$ cat src/rtl/sp_apb_master.sv
// sp_apb_master: single-outstanding command/response to APB4 requester bridge with wait-state timeout
// Ports:
//   pclk, rst                      clock, synchronous active-high reset
//   cmd_valid/ready, cmd_*         request channel (addr, write, wdata, wstrb, prot)
//   rsp_valid/ready, rsp_*         response channel (rdata, err, timeout)
//   paddr..pprot, psel, penable    APB4 requester outputs
//   pready, prdata, pslverr        APB4 completer inputs
module sp_apb_master #(
  parameter int ADDR_WIDTH     = 32,
  parameter int DATA_WIDTH     = 32,
  parameter int TIMEOUT_CYCLES = 255
) (
  input  logic                    pclk,
  input  logic                    rst,
  input  logic                    cmd_valid,
  output logic                    cmd_ready,
  input  logic [ADDR_WIDTH-1:0]   cmd_addr,
  input  logic                    cmd_write,
  input  logic [DATA_WIDTH-1:0]   cmd_wdata,
  input  logic [DATA_WIDTH/8-1:0] cmd_wstrb,
  input  logic [2:0]              cmd_prot,
  output logic                    rsp_valid,
  input  logic                    rsp_ready,
  output logic [DATA_WIDTH-1:0]   rsp_rdata,
  output logic                    rsp_err,
  output logic                    rsp_timeout,
  output logic [ADDR_WIDTH-1:0]   paddr,
  output logic                    psel,
  output logic                    penable,
  output logic                    pwrite,
  output logic [DATA_WIDTH-1:0]   pwdata,
  output logic [DATA_WIDTH/8-1:0] pstrb,
  output logic [2:0]              pprot,
  input  logic                    pready,
  input  logic [DATA_WIDTH-1:0]   prdata,
  input  logic                    pslverr
);
  localparam int CW = (TIMEOUT_CYCLES > 0) ? $clog2(TIMEOUT_CYCLES + 2) : 1;
  localparam logic [CW-1:0] TMO = CW'(TIMEOUT_CYCLES);
  typedef enum logic [1:0] {IDLE, SETUP, ACCESS, RESP} state_t;
  state_t state, state_n;
  logic [CW-1:0] cnt;
  logic acc, tmo, fin;
  assign cmd_ready = (state == IDLE) && !rst;
  assign acc = cmd_valid && cmd_ready;
  // abort on the wait cycle that brings the count up to TIMEOUT_CYCLES
  assign tmo = (TIMEOUT_CYCLES != 0) && !pready && (cnt == TMO - 1'b1);
  assign fin = (state == ACCESS) && (pready || tmo);
  // APB strobes and response valid decode straight from the state register
  assign psel = (state == SETUP) || (state == ACCESS);
  assign penable = state == ACCESS;
  assign rsp_valid = state == RESP;
  always_comb begin
    state_n = state;
    state_n = state == IDLE   ? (acc ? SETUP : IDLE) :
              state == SETUP  ? ACCESS :
              state == ACCESS ? (fin ? RESP : ACCESS) :
                                (rsp_ready ? IDLE : RESP);
  end
  always_ff @(posedge pclk) begin
    if (rst) begin
      state       <= IDLE;
      cnt         <= '0;
      paddr       <= '0;
      pwrite      <= 1'b0;
      pwdata      <= '0;
      pstrb       <= '0;
      pprot       <= '0;
      rsp_rdata   <= '0;
      rsp_err     <= 1'b0;
      rsp_timeout <= 1'b0;
    end else begin
      state <= state_n;
      if (acc) begin
        paddr  <= cmd_addr;
        pwrite <= cmd_write;
        pwdata <= cmd_write ? cmd_wdata : '0;
        pstrb  <= cmd_write ? cmd_wstrb : '0;
        pprot  <= cmd_prot;
      end
      if (state == SETUP) cnt <= '0;
      else if (state == ACCESS && !pready && cnt != '1) cnt <= cnt + 1'b1;
      if (fin) begin
        rsp_rdata   <= (pready && !pwrite) ? prdata : '0;
        rsp_err     <= pready ? pslverr : 1'b1;
        rsp_timeout <= !pready;
      end
    end
  end
endmodule

$ cat config.mk
export PLATFORM = sky130hd
export DESIGN_NAME = sp_apb_master
export DESIGN_NICKNAME = d
export VERILOG_FILES = /design/src/rtl/sp_apb_master.sv
export SDC_FILE = /design/constraint.sdc
export NUM_CORES = 1
export LEC_CHECK = 0
export ABC_AREA = 0
export CAP_MARGIN = 20
export CORE_ASPECT_RATIO = 1.1
export CORE_MARGIN = 2
export CORE_UTILIZATION = 59
export CTS_BUF_LIST = sky130_fd_sc_hd__clkbuf_2
export DETAILED_ROUTE_END_ITERATION = 6
export DONT_BUFFER_PORTS = 1
export PLACE_DENSITY = 0.77
export SYNTH_ARGS = -nofsm -noshare
export SYNTH_HDL_FRONTEND = slang
export SYNTH_SLANG_ARGS = --single-unit
$ cat constraint.sdc
create_clock -name pclk -period 2 [get_ports pclk]
set_input_delay 0.5 -clock pclk [delete_from_list [all_inputs] [get_ports pclk]]
set_output_delay 0.5 -clock pclk [all_outputs]
set_load 0.02 [all_outputs]
==> impl_metrics.ini <==
[global_route]
track_usage_pct = 30.94
grt_max_degree = 73
antenna_found_initial = 0
grt_pass1_wl_mm = 22.36
grt_overflow_total = 0
grt_pass1_vias = 4680

[floorplanning]
die_w_um = 90.03
dieArea_um2 = 8880
start_util_pct = 60.71
core_area_um2 = 7913
ios = 220
rows = 34
die_h_um = 98.64

[sta]
layout_min_cycle_time_ns = 1.997
finClkSkew_ns = 0.03582
post-route-worst-setup-slack_ns = 0.002511
timing.hold.ws_ns = 0.07562
timing.slew.headroom_pct = 51.23
fin_crit_sh_pct = 99.87
worst_pin_slew_ns = 0.7282
setup_viol = 0
hold_violations = 0
fmax_mhz = 500.6
grt_setup_unrepaired = true
final_max_slew_viol_count = 0

[worst_setup_path]
worstPathMaxFanout = 7
required_ns = 2.55
start_kind = flip-flop
r2r_slack_ns = 0.003
cp-end-kind = flip-flop
cp.arrival_ns = 2.55
critical_path_class = reg -> reg

[synth]
synth_xor_area_share_pct = 0
synth_seq_cells = 117
syn_area_um2 = 4803
synth_simple_gate_area_share_pct = 29.12
ys_warn_count = 0
async_flop_share_pct = 0
synth_edf_count = 0
synth_fp_nets = 702
yosys.area_share.adder_pct = 1.823
synth_top_family_by_area = simple AND/OR/NAND/NOR gates
syn_inst = 585
muxShareOfSynthArea_pct = 0
synth-seq-area-share_pct = 48.76
synth_compound_area_share_pct = 15.11
synth_area_per_cell_um2 = 8.211
ys.flop_type = dfxtp_1
yosys.cell_types.count = 35

[detailed_routing]
drt_iter0_markers = 299
wirelength_mm = 15.43
ant_nets = 0
avgRoutedWirePerCell_um = 19.83
drc = 0
num_vias = 4817
vias_per_cell = 6.192
firstDrtPassIters = 7

[power_and_ir_drop]
peakVddDrop_v = 0.0005087
sw_frac_of_total_pct = 31.44
combinationalPowerShare_pct = 13.9
p_per_area_nw_per_um2 = 785.5
p_int_mw = 3.386
p_leak_nw = 2.417
p_seq_share_pct = 54.9
clkPwrFrac_pct = 31.2
power_switching_mw = 1.552

[job]
max-cap-violations = 0

[clock_network]
clkSinkCount = 117
numCtsBuffers = 17
clk_latency_ns = 0.64
cts_tree = done
clock_path_buffers = 2
htreeDepth = 4
clkTransAtPathRegs_ns = 0.20
root_buffer = clkbuf_2

[finish]
drive_gt1_share_pct = 12.54
nNetsFinal = 774
num-fill-cells = 514
area_growth_pct = 30.89
diodes = 0

[place]
portBuffers = 0
routabilityCongestion = 0.8880
dp_hpwl_mm = 7.693
post-place-ws_ns = -0.04527

[status]
outcome = finished clean

[worst_hold_path]
hp-class = in -> reg
## logic make-up (layout without fill, tap and decap cells)
| group | Yosys count | after routing |
|---|---|---|
| flops | 117 | 117 |
| buf+inv | 62 | 147 |
| fa+ha+maj | 7 | 7 |
| compound gates | 121 | 121 |
| simple gates | 278 | 278 |
## path summary, 6_finish.rpt
path                            depth (start not counted)            end        from
worst min register to register                          2         cnt[8]      cnt[8]
worst max register to register                          7         cnt[5]      cnt[1]
worst min-delay path                                    2  rsp_rdata[14]  prdata[14]
worst max-delay path                                    7         cnt[5]      cnt[1]
## cells in the final DEF, fill, tap and decap left out, types with 4 or more instances in the layout
cell           instances
nand2_1              114
nor2_1                 4
o22ai_1               32
nand3_1               72
o31ai_1                4
clkbuf_16              4
clkinv_4               4
nor2b_1               32
a31oi_1               32
nand3b_1              33
inv_1                  4
dlygate4sd3_1         83
a21oi_2                4
buf_4                 13
clkbuf_2              18
dfxtp_1              113
a21oi_1               40
## Yosys cell counts (2+ instances only)
master,count,area [µm²]
nand3_1,74,370.4
nor2b_1,34,212.7
a31oi_1,32,200.2
nand3b_1,33,247.7
nor2_1,6,22.52
o21a_1,2,15.01
dfxtp_1,117,2342
clkbuf_1,40,150.1
or4_1,4,30.03
nor3_1,3,15.01
o22ai_1,32,200.2
ha_1,7,87.58
o311a_1,2,20.02
buf_2,7,35.03
buf_1,7,26.28
inv_1,6,22.52
nand2_1,115,431.7
a21oi_1,44,220.2
o31ai_1,4,30.03
## worst max-delay path, cell delays in order, from the launching register on
cell     delay [ns]
dfxtp_2        0.38
ha_4           0.17
nand3_2        0.08
nor2_2         0.04
ha_2           0.18
or3b_4         0.41
or4_4          0.53
a21oi_2        0.15
## layer usage
metal | share of wire [%] | vias to the layer above | global-route usage, % | wire length, µm
li1 | - | 2201 | - | -
met4 | 3.6 | 0 | 13.14 | 556
met3 | 9.0 | 55 | 11.47 | 1392
met5 | 0 | - | 0 | 0
met1 | 35 | 2267 | 33.17 | 5473
met2 | 52 | 294 | 54.95 | 8002
## state kept, by name, indices dropped and copies added, names as in the netlist
| register | cells |
|---|---|
| rsp_rdata | 32 |
| paddr | 32 |
| pwdata | 32 |
| pwrite | 1 |
| pstrb | 4 |
| pprot | 3 |
| rsp_timeout | 1 |
| cnt | 9 |
| state | 2 |
| rsp_err | 1 |
## stage by stage
stage                     area (µm²)  setup TNS (ns)  power, mW  util, %  instances
after floorplan                 4803               0      3.075        -        585
after global placement          4835               0      3.118    61.10        646
after detailed placement        4850        -0.08041      3.143    61.29        647
after CTS                       5998        -0.01415      4.871    75.81        759
after global routing            6287         -0.2540      5.159    79.46        778
final                           6287               0      4.938    79.46        778
## repair_timing
action / in CTS / in global routing
endpoints found under the hold margin: 107 / 24
gates cloned: 2 / 3
buffers inserted: 4 / 5
resized for setup: 16 / 12
pin swaps: 3 / 7
endpoints found under the setup margin: 6 / 11
hold buffers: 74 / 10
## final cells by class
type / count / area (µm²) / share of cell area, %
clock buffer: 18 / 90.09 / 1.433
clock inverter: 14 / 153.9 / 2.448
inverter: 7 / 31.28 / 0.4975
multi-input combinational: 406 / 2303 / 36.64
sequential: 117 / 2350 / 37.37
tap: 108 / 135.1 / 2.149
timing repair buffer: 108 / 1224 / 19.46
## power by group through the flow
stage / clock network [mW] / logic [mW] / registers (mW)
3_5_place_dp: 0 / 0.394 / 2.75
2_1_floorplan: 0 / 0.356 / 2.72
5_1_grt: 1.70 / 0.740 / 2.72
4_1_cts: 1.57 / 0.600 / 2.70
6_report: 1.54 / 0.686 / 2.71
3_3_place_gp: 0 / 0.371 / 2.75
No activity file was read; power rests on OpenSTA's default activity.
